File: config.mk
export PLATFORM = sky130hd
export DESIGN_NAME = ps2_key_decoder_flat
export DESIGN_NICKNAME = d
export VERILOG_FILES = /design/src/rtl/ps2_key_decoder_if.sv /design/src/rtl/ps2_key_decoder.sv /design/src/flat_wrapper.sv
export SDC_FILE = /design/constraint.sdc
export NUM_CORES = 1
export LEC_CHECK = 0
export ABC_AREA = 1
export BUFFER_PORTS_ARGS = -buffer_cell sky130_fd_sc_hd__buf_2
export CAP_MARGIN = 20
export CORE_ASPECT_RATIO = 0.9
export CORE_MARGIN = 10
export CORE_UTILIZATION = 66
export DETAILED_ROUTE_END_ITERATION = 6
export PLACE_DENSITY = 0.85
export SYNTH_ARGS = -nofsm -noshare
export SYNTH_HDL_FRONTEND = slang
export SYNTH_SLANG_ARGS = --single-unit
File: constraint.sdc
create_clock -name clk -period 6.6 [get_ports clk]
set_input_delay 0.66 -clock clk [delete_from_list [all_inputs] [get_ports clk]]
set_output_delay 0.66 -clock clk [all_outputs]
set_load 0.05 [all_outputs]
File: src/rtl/ps2_key_decoder_if.sv
// Signal bundle between ps2_kbd, the key decoder and the CPU event port.
// The master modport is the decoder side; slave is the keyboard/CPU environment.
interface ps2_key_decoder_if;
    logic       kbd_ready;
    logic       kbd_overflow;
    logic [7:0] kbd_data;
    logic       kbd_read_enable;
    logic       ev_read;
    logic       ev_valid;
    logic [15:0] ev_data;
    logic [7:0] ev_ascii;
    logic       ev_overflow;
    logic       kbd_err;

    modport master (
        input  kbd_ready, kbd_overflow, kbd_data, ev_read,
        output kbd_read_enable, ev_valid, ev_data, ev_ascii, ev_overflow, kbd_err
    );

    modport slave (
        output kbd_ready, kbd_overflow, kbd_data, ev_read,
        input  kbd_read_enable, ev_valid, ev_data, ev_ascii, ev_overflow, kbd_err
    );
endinterface

File: src/rtl/ps2_key_decoder.sv
// Folds the PS/2 set-2 byte stream into key events with modifier state and ASCII,
// queued in a show-ahead FIFO for the CPU.
module ps2_key_decoder #(
    parameter int unsigned FIFO_DEPTH = 8
) (
    input  logic              clk,
    input  logic              rst,
    ps2_key_decoder_if.master bus
);
    localparam int unsigned AW = $clog2(FIFO_DEPTH);
    localparam logic [AW:0] DEPTH_C = (AW+1)'(FIFO_DEPTH);

    typedef enum logic [1:0] {IDLE, FETCH, GAP} state_t;
    state_t state, state_n;

    logic       ext_pend, brk_pend, err_q, ovf_q;
    logic       shift_l, shift_r, ctrl_l, ctrl_r, caps_lock, caps_held;
    logic       shift_l_n, shift_r_n, ctrl_l_n, ctrl_r_n, caps_lock_n, caps_held_n;
    logic       consume, is_e0, is_f0, is_ignored, ev_push;
    logic [7:0] sc, letter, ascii;
    logic [15:0] ev_word;

    logic [23:0]   mem [FIFO_DEPTH];
    logic [AW-1:0] wr_ptr, rd_ptr;
    logic [AW:0]   count;
    logic          pop, push_ok;

    // ---------------- fetch FSM ----------------
    always_ff @(posedge clk) begin
        if (rst) state <= IDLE;
        else     state <= state_n;
    end

    always_comb begin
        state_n = state;
        case (state)
            IDLE:    if (bus.kbd_ready) state_n = FETCH;
            FETCH:   state_n = GAP;
            GAP:     state_n = IDLE;
            default: state_n = IDLE;
        endcase
    end

    assign consume             = (state == FETCH) && !rst;
    assign bus.kbd_read_enable = consume;

    // ---------------- byte classification ----------------
    assign sc         = bus.kbd_data;
    assign is_e0      = (sc == 8'hE0);
    assign is_f0      = (sc == 8'hF0);
    assign is_ignored = (sc == 8'h00) || (sc == 8'hAA) || (sc == 8'hEE) ||
                        (sc == 8'hFA) || (sc == 8'hFE) || (sc == 8'hFF);
    assign ev_push    = consume && !is_e0 && !is_f0 && !is_ignored;

    // Overflow from the receiver wins over a prefix consumed on the same edge.
    always_ff @(posedge clk) begin
        if (rst) begin
            ext_pend <= 1'b0;
            brk_pend <= 1'b0;
            err_q    <= 1'b0;
        end else begin
            if (consume) begin
                if (is_e0) begin
                    ext_pend <= 1'b1;
                end else if (is_f0) begin
                    brk_pend <= 1'b1;
                end else begin
                    ext_pend <= 1'b0;
                    brk_pend <= 1'b0;
                end
            end
            if (bus.kbd_overflow) begin
                ext_pend <= 1'b0;
                brk_pend <= 1'b0;
                err_q    <= 1'b1;
            end
        end
    end

    // ---------------- modifiers ----------------
    always_comb begin
        shift_l_n   = shift_l;
        shift_r_n   = shift_r;
        ctrl_l_n    = ctrl_l;
        ctrl_r_n    = ctrl_r;
        caps_lock_n = caps_lock;
        caps_held_n = caps_held;
        if (ev_push && !ext_pend) begin
            case (sc)
                8'h12: shift_l_n = !brk_pend;
                8'h59: shift_r_n = !brk_pend;
                8'h14: ctrl_l_n  = !brk_pend;
                8'h58: begin
                    if (brk_pend) begin
                        caps_held_n = 1'b0;
                    end else if (!caps_held) begin
                        caps_lock_n = !caps_lock;
                        caps_held_n = 1'b1;
                    end
                end
                default: ;
            endcase
        end else if (ev_push && ext_pend && sc == 8'h14) begin
            ctrl_r_n = !brk_pend;
        end
    end

    always_ff @(posedge clk) begin
        if (rst) begin
            shift_l   <= 1'b0;
            shift_r   <= 1'b0;
            ctrl_l    <= 1'b0;
            ctrl_r    <= 1'b0;
            caps_lock <= 1'b0;
            caps_held <= 1'b0;
        end else begin
            shift_l   <= shift_l_n;
            shift_r   <= shift_r_n;
            ctrl_l    <= ctrl_l_n;
            ctrl_r    <= ctrl_r_n;
            caps_lock <= caps_lock_n;
            caps_held <= caps_held_n;
        end
    end

    // ---------------- ASCII translation ----------------
    always_comb begin
        letter = '0;
        case (sc)
            8'h1C: letter = 8'h61;  8'h32: letter = 8'h62;  8'h21: letter = 8'h63;
            8'h23: letter = 8'h64;  8'h24: letter = 8'h65;  8'h2B: letter = 8'h66;
            8'h34: letter = 8'h67;  8'h33: letter = 8'h68;  8'h43: letter = 8'h69;
            8'h3B: letter = 8'h6A;  8'h42: letter = 8'h6B;  8'h4B: letter = 8'h6C;
            8'h3A: letter = 8'h6D;  8'h31: letter = 8'h6E;  8'h44: letter = 8'h6F;
            8'h4D: letter = 8'h70;  8'h15: letter = 8'h71;  8'h2D: letter = 8'h72;
            8'h1B: letter = 8'h73;  8'h2C: letter = 8'h74;  8'h3C: letter = 8'h75;
            8'h2A: letter = 8'h76;  8'h1D: letter = 8'h77;  8'h22: letter = 8'h78;
            8'h35: letter = 8'h79;  8'h1A: letter = 8'h7A;
            default: letter = '0;
        endcase
    end

    always_comb begin
        ascii = '0;
        if (letter != '0) begin
            ascii = ((shift_l_n | shift_r_n) ^ caps_lock_n) ? (letter - 8'h20) : letter;
        end else begin
            case (sc)
                8'h45: ascii = 8'h30;  8'h16: ascii = 8'h31;  8'h1E: ascii = 8'h32;
                8'h26: ascii = 8'h33;  8'h25: ascii = 8'h34;  8'h2E: ascii = 8'h35;
                8'h36: ascii = 8'h36;  8'h3D: ascii = 8'h37;  8'h3E: ascii = 8'h38;
                8'h46: ascii = 8'h39;  8'h29: ascii = 8'h20;  8'h5A: ascii = 8'h0D;
                8'h66: ascii = 8'h08;
                default: ascii = '0;
            endcase
        end
        if (brk_pend || ext_pend) ascii = '0;
    end

    assign ev_word = {brk_pend, ext_pend, shift_l_n | shift_r_n, ctrl_l_n | ctrl_r_n,
                      caps_lock_n, 3'b000, sc};

    // ---------------- event FIFO ----------------
    assign pop     = bus.ev_read && (count != '0);
    assign push_ok = ev_push && ((count != DEPTH_C) || pop);

    always_ff @(posedge clk) begin
        if (push_ok) mem[wr_ptr] <= {ev_word, ascii};
    end

    always_ff @(posedge clk) begin
        if (rst) begin
            wr_ptr <= '0;
            rd_ptr <= '0;
            count  <= '0;
            ovf_q  <= 1'b0;
        end else begin
            if (push_ok) wr_ptr <= wr_ptr + AW'(1);
            if (pop)     rd_ptr <= rd_ptr + AW'(1);
            case ({push_ok, pop})
                2'b10:   count <= count + (AW+1)'(1);
                2'b01:   count <= count - (AW+1)'(1);
                default: count <= count;
            endcase
            if (ev_push && !push_ok) ovf_q <= 1'b1;
        end
    end

    // Head is masked while empty so every output reads 0 out of reset.
    assign bus.ev_valid    = (count != '0);
    assign bus.ev_data     = bus.ev_valid ? mem[rd_ptr][23:8] : '0;
    assign bus.ev_ascii    = bus.ev_valid ? mem[rd_ptr][7:0]  : '0;
    assign bus.ev_overflow = ovf_q;
    assign bus.kbd_err     = err_q;
endmodule

File: src/flat_wrapper.sv
// flat-port wrapper written by rule: the top's interface ports become plain ports
module ps2_key_decoder_flat 
#(
    parameter int unsigned FIFO_DEPTH = 8
)
  (clk, rst, bus_kbd_ready, bus_kbd_overflow, bus_kbd_data, bus_ev_read, bus_kbd_read_enable, bus_ev_valid, bus_ev_data, bus_ev_ascii, bus_ev_overflow, bus_kbd_err);
  ps2_key_decoder_if bus_i ();
  input  logic clk;
  input  logic rst;
  input wire logic [$bits(bus_i.kbd_ready)-1:0] bus_kbd_ready;
  input wire logic [$bits(bus_i.kbd_overflow)-1:0] bus_kbd_overflow;
  input wire logic [$bits(bus_i.kbd_data)-1:0] bus_kbd_data;
  input wire logic [$bits(bus_i.ev_read)-1:0] bus_ev_read;
  output wire logic [$bits(bus_i.kbd_read_enable)-1:0] bus_kbd_read_enable;
  output wire logic [$bits(bus_i.ev_valid)-1:0] bus_ev_valid;
  output wire logic [$bits(bus_i.ev_data)-1:0] bus_ev_data;
  output wire logic [$bits(bus_i.ev_ascii)-1:0] bus_ev_ascii;
  output wire logic [$bits(bus_i.ev_overflow)-1:0] bus_ev_overflow;
  output wire logic [$bits(bus_i.kbd_err)-1:0] bus_kbd_err;
  assign bus_i.kbd_ready = bus_kbd_ready;
  assign bus_i.kbd_overflow = bus_kbd_overflow;
  assign bus_i.kbd_data = bus_kbd_data;
  assign bus_i.ev_read = bus_ev_read;
  assign bus_kbd_read_enable = bus_i.kbd_read_enable;
  assign bus_ev_valid = bus_i.ev_valid;
  assign bus_ev_data = bus_i.ev_data;
  assign bus_ev_ascii = bus_i.ev_ascii;
  assign bus_ev_overflow = bus_i.ev_overflow;
  assign bus_kbd_err = bus_i.kbd_err;
  ps2_key_decoder #(.FIFO_DEPTH(FIFO_DEPTH)) u_core (.clk(clk), .rst(rst), .bus(bus_i));
endmodule
[After elaboration in Yosys (flattened, before gate mapping)]
Memories as Yosys holds them, arrays and structs flattened. A register that Yosys moved wholly into a read port is not among the register bits.
Index checks and enable logic that the tools add are counted.
Cells by class
  reduce and logical (&&, ||, !) cells: 34
  equal/unequal tests: 30
  $mul: 0
  div/mod/pow operators: 0
  shifts and indexed selects: 0
  bitwise operators: 4
  add/sub/neg operators: 5
  $lt $le $gt $ge: 0
  mux-type cells: 30
Operator list (number)
  $pmux 6 s13: 1
  $eq 8x6->1 const B: 7
  $eq 8x8->1 const B: 7
  $eq 8x7->1 const B: 6
  $mux 8: 5
  $eq 8x5->1 const B: 4
  $mux 1: 18
  $mux 16: 1
  $logic_and 1x1->1: 10
  $logic_not 1->1: 8
  $logic_not 8->1: 1
  $pmux 4 s2: 1
  $reduce_bool 8->1: 1
  $sub 8x6->8 const B: 1
  $logic_or 1x1->1: 7
  $add 3x1->3 const B: 2
  $mux 3: 2
  $reduce_and 2->1: 3
  $add 4x1->4 const B: 1
  $eq 2x1->1 const B: 2
  $ne 4x4->1 const B: 1
  $pmux 2 s2: 1
  $reduce_bool 4->1: 1
  $sub 4x1->4 const B: 1
  other kinds (10): 11
Word-level totals
  latch bits: 0
  memory bits (read-only): 896
  register bits: 22
  input bits: 13
  bits in writable memories: 168
  memories kept: 2
  word-level logic and storage cells: 119
  output and inout port bits: 28
Memory list
  (no name shown): words 128, bits a word 7, rd ports 1, clocked after memory_dff 0, write ports 0, RTL line ps2_key_decoder.sv:129  | case (sc)
  u_core.mem: words 8, bits a word 21, rd ports 1, clocked after memory_dff 1, write ports 1, RTL line ps2_key_decoder.sv:23  | logic [23:0] mem [FIFO_DEPTH];

[Logic depth before layout (Yosys ltp)]
  depth in word-level cells: 15
  mapped depth: 19
  gate-level depth less buffers: 19

[Worst setup path after synthesis]
No wires, ideal clock.
  path kind: input-to-reg
  from: input rst
  to: memory u_core.mem[0][0] (netlist bit), enable pin
  library setup time: 399 ps
  data required time: 6201 ps
  buffers on the path: 0
  arrival time: 2997 ps
  stages: 7
  path slack: 3205 ps
  path through: nor3_2 > nand3_4 > nor2_8 > nand2_4 > nor2_4 > nand2_1 > nor2_1
Between the ends
  cells in the longest elaborated chain, start to end: 8
RTL lines
  from (decl): RTL line flat_wrapper.sv:9  | input logic rst;
  $logic_not 1->1: RTL line ps2_key_decoder.sv:44  | assign consume = (state == FETCH) && !rst;
  $logic_and 1x1->1: RTL line ps2_key_decoder.sv:44
  $logic_and 1x1->1 (3 in series): RTL line ps2_key_decoder.sv:53  | assign ev_push = consume && !is_e0 && !is_f0 && !is_ignored;
  $logic_and 1x1->1: RTL line ps2_key_decoder.sv:165  | assign push_ok = ev_push && ((count != DEPTH_C) || pop);
  $mux 1: RTL line ps2_key_decoder.sv:168  | if (push_ok) mem[wr_ptr] <= {ev_word, ascii};
  $mux 1 (implied by the code): RTL line ps2_key_decoder.sv:168
  to (decl): RTL line ps2_key_decoder.sv:23
Every way passes these cells.

==> flow_metrics.env <==
export IMPL_outcome="complete, no violations"
export IMPL_synth_area_leaders="edfxtp_1, nor2_1, o21ai_0"
export IMPL_die_area_um2=18500
export IMPL_synth_top_family_by_area="simple AND/OR/NAND/NOR gates"
export IMPL_cts_hold_buf=0
export IMPL_fp_dieH_um=130.0
export IMPL_yosys_area_share_simple_pct=18.32
export IMPL_grt_pass1_vias=6527
export IMPL_cts_resized_gates=0
export IMPL_drc_errors=0
export IMPL_synthesis_area_um2=8880
export IMPL_vias_per_cell=6.051
export IMPL_cts_tree="yes"
export IMPL_vias=6638
export IMPL_drv_cap=0
export IMPL_synth_ff_type="edfxtp_1"
export IMPL_min_path_cells=3
export IMPL_path_class="reg2out"
export IMPL_diodes=0
export IMPL_syn_area_per_cell_um2=10.00
export IMPL_rr_startpoint="u_core.count[1]"
export IMPL_ys_seq_area_share_pct=62.45
export IMPL_hpwl_um=12680
export IMPL_gp_congestion=0.9074
export IMPL_rr_endpoint="u_core.count[3]"
export IMPL_firstDrtPassIters=5
export IMPL_ir_worst_vdd_mv=0.3289
export IMPL_wl_per_cell_um=18.90
export IMPL_gr_total_overflow=0
export IMPL_totalNegativeSetupSlack_ns=0
export IMPL_top_layer="met4"
export IMPL_synth_top_cell_area_share_pct=56.81
export IMPL_core_area_um2=13260
export IMPL_fin_crit_ns=3.695
export IMPL_startpoint_type="flop"
export IMPL_ys_ff_latch=193
export IMPL_drive_gt1_share_pct=14.64
export IMPL_hp_class="in2reg"
export IMPL_drv_slew=0
export IMPL_antenna_found_initial=0
export IMPL_postPlaceCellArea_um2=9231
export IMPL_ys_types=36
export IMPL_htree_levels=4
export IMPL_min_from="bus_kbd_ready"
export IMPL_rsz0062_at_grt="no"
export IMPL_cp_data_arrival_time_ns=3.03
export IMPL_fin_worst_skew_ns=0.01549
export IMPL_rows=40
export IMPL_yosysMostFrequentCell="nor2_1"
export IMPL_chipWidth_um=142.3
export IMPL_synthTopCellsByCount="nor2_1, edfxtp_1, o21ai_0"
export IMPL_postCtsSetupBuffers=0
export IMPL_hold_path_endpoint="u_core.state[0]"
export IMPL_crit_path_end_kind="primary output"
export IMPL_synth_xor_area_share_pct=0.09863
export IMPL_relSlewSlack_pct=38.24
export IMPL_first_iter_violations=838
export IMPL_hold_viol_final=0
export IMPL_cts_buffers_inserted=17
export IMPL_synthMuxAreaShare_pct=0
export IMPL_wl_met3_um=1851
export IMPL_synth_cells=888
export IMPL_worst_pin_slew_ns=0.9254
export IMPL_clkTransAtPathRegs_ns=0.07
export IMPL_synth_edff_count=168
export IMPL_timing_final_crit_share_pct=55.98
export IMPL_synthAdderAreaFrac_pct=2.057
export IMPL_pin_count=41
export IMPL_finalSetupViolations=0
export IMPL_grt_pass1_wl_um=33180
export IMPL_cts_sinks=193
export IMPL_final_antenna_net_count=0
export IMPL_fmax_mhz=270.7
export IMPL_final_area_um2=9872
export IMPL_clk_latency_ns=0.44
export IMPL_grt_max_degree=86
export IMPL_powerDensity_nw_per_um2=404.1
export IMPL_r2r_cells=17
export IMPL_root_buffer="clkbuf_16"
export IMPL_layout_nets=944
export IMPL_fin_total_pwr_mw=3.989
export IMPL_met2_length_um=9942
export IMPL_routed_wirelength_um=20740
export IMPL_yosys_area_top_type="edfxtp_1"
export IMPL_rrSetupSlack_ns=3.61
export IMPL_cts_buffer_depth=2
export IMPL_port_buffers=37
export IMPL_synth_async_reset_ratio_pct=0
export IMPL_met1_length_um=8476
export IMPL_worstPathMaxFanout=85
export IMPL_grtUsageTotal_pct=22.87
export IMPL_ys_warn_count=0
export IMPL_cellLeakagePower_nw=3.704
export IMPL_start_util_pct=66.95
export IMPL_area_growth_pct=11.17
export IMPL_critPathRequiredTime_ns=5.94
export IMPL_synth_compound_area_share_pct=12.17
flip-flops by register name, indices dropped and copies added, names as in the netlist, named ones only:
| register | count |
|---|---|
| u_core.state | 2 |
| u_core.rd_ptr | 3 |
| u_core.wr_ptr | 3 |
| u_core.shift_r | 1 |
| u_core.count | 4 |
| u_core.mem | 168 |
| u_core.bus.kbd_err | 1 |
| u_core.caps_lock | 1 |
| u_core.ctrl_l | 1 |
| u_core.shift_l | 1 |
| u_core.ctrl_r | 1 |
| u_core.caps_held | 1 |
| u_core.ext_pend | 1 |
| u_core.bus.ev_overflow | 1 |
| u_core.brk_pend | 1 |
metal layers:
layer | GRT usage [%] | vias to the layer above
li1 | - | 3140
met3 | 4.795 | 38
met5 | 0 | -
met2 | 37.24 | 346
met1 | 29.25 | 3114
met4 | 9.790 | 0
cell type report:
type | instances | area (um^2)
timing repair buffer | 50 | 330.3
tap | 168 | 210.2
inverter | 63 | 239.0
sequential | 193 | 5547
fill | 852 | 3391
clock buffer | 17 | 425.4
multi-input combinational | 592 | 2920
clock inverter | 14 | 200.2
cells by family (layout without fill, tap and decap cells):
logic type | Yosys count | count (layout)
flops | 193 | 193
buf+inv | 105 | 144
fa+ha+maj | 14 | 14
xor+xnor | 1 | 1
simple gates | 372 | 372
compound gates | 202 | 202
other cells | 1 | 3
critical path, cell delays in order, from the launching register on:
cell and delay [ns]:
dfxtp_2 0.31, buf_4 0.34, inv_2 0.11, buf_4 0.62, o21ai_0 0.23, o22ai_1 0.20
o21ai_0 0.11, a31oi_1 0.28, buf_2 0.32
report_power, final:
| part | total [mW] | leakage (nW) | internal (mW) | switching (mW) |
|---|---|---|---|---|
| clock network | 1.08 | 0.300 | 0.608 | 0.468 |
| logic | 1.53 | 1.66 | 0.361 | 1.17 |
| registers | 1.38 | 1.74 | 1.36 | 0.0202 |
| total | 3.99 | 3.70 | 2.33 | 1.66 |
worst max path at each step:
stage	from	endpoint	slack, ns	depth (start not counted)
floorplan	rst	u_core.mem[0][0]	3.20	7
global placement	bus_kbd_data[1]	u_core.mem[7][2]	3.00	14
detailed placement	bus_kbd_data[1]	u_core.mem[5][4]	2.95	14
CTS	flop	bus_ev_ascii[4]	2.95	8
global route	flop	bus_ev_ascii[5]	2.70	8
finish	flop	bus_ev_ascii[5]	2.91	8
stage by stage:
step                      cells  hold slack (ns)  worst slack (ns)  utilization, %
after detailed placement   1065           0.4536             2.955           69.60
after CTS                  1096           0.4394             2.950           74.32
after global placement     1063           0.4450             3.000           69.19
final                      1097           0.4479             2.905           74.43
after floorplan             890           0.4334             3.205               -
after global routing       1097           0.4601             2.696           74.43
placed cells by master (no fill, tap or decap), types with 2 or more instances in the layout:
cell | synthesis | routed
a21oi_1 | 32 | 32
nand2_2 | 11 | 11
inv_6 | 0 | 3
clkinvlp_4 | 0 | 2
clkinv_8 | 0 | 2
bufinv_16 | 0 | 3
a31oi_1 | 22 | 22
nand3_4 | 2 | 2
o22ai_1 | 21 | 21
nand2_1 | 102 | 102
nor3_1 | 7 | 7
conb_1 | 1 | 3
buf_16 | 0 | 2
clkinv_2 | 2 | 3
nand4_1 | 4 | 4
o21ai_1 | 7 | 7
inv_1 | 47 | 46
clkbuf_16 | 0 | 17
edfxtp_1 | 168 | 168
nor2_1 | 188 | 184
nor2_4 | 4 | 4
dfxtp_1 | 25 | 24
buf_4 | 7 | 10
inv_8 | 0 | 2
nand3_1 | 37 | 37
inv_2 | 14 | 15
ha_1 | 13 | 13
nor3_2 | 5 | 5
o21ai_0 | 114 | 114
buf_2 | 1 | 37
o21bai_1 | 3 | 3
nor2_2 | 9 | 13
Note: power is estimated with default switching activity, not from simulation.
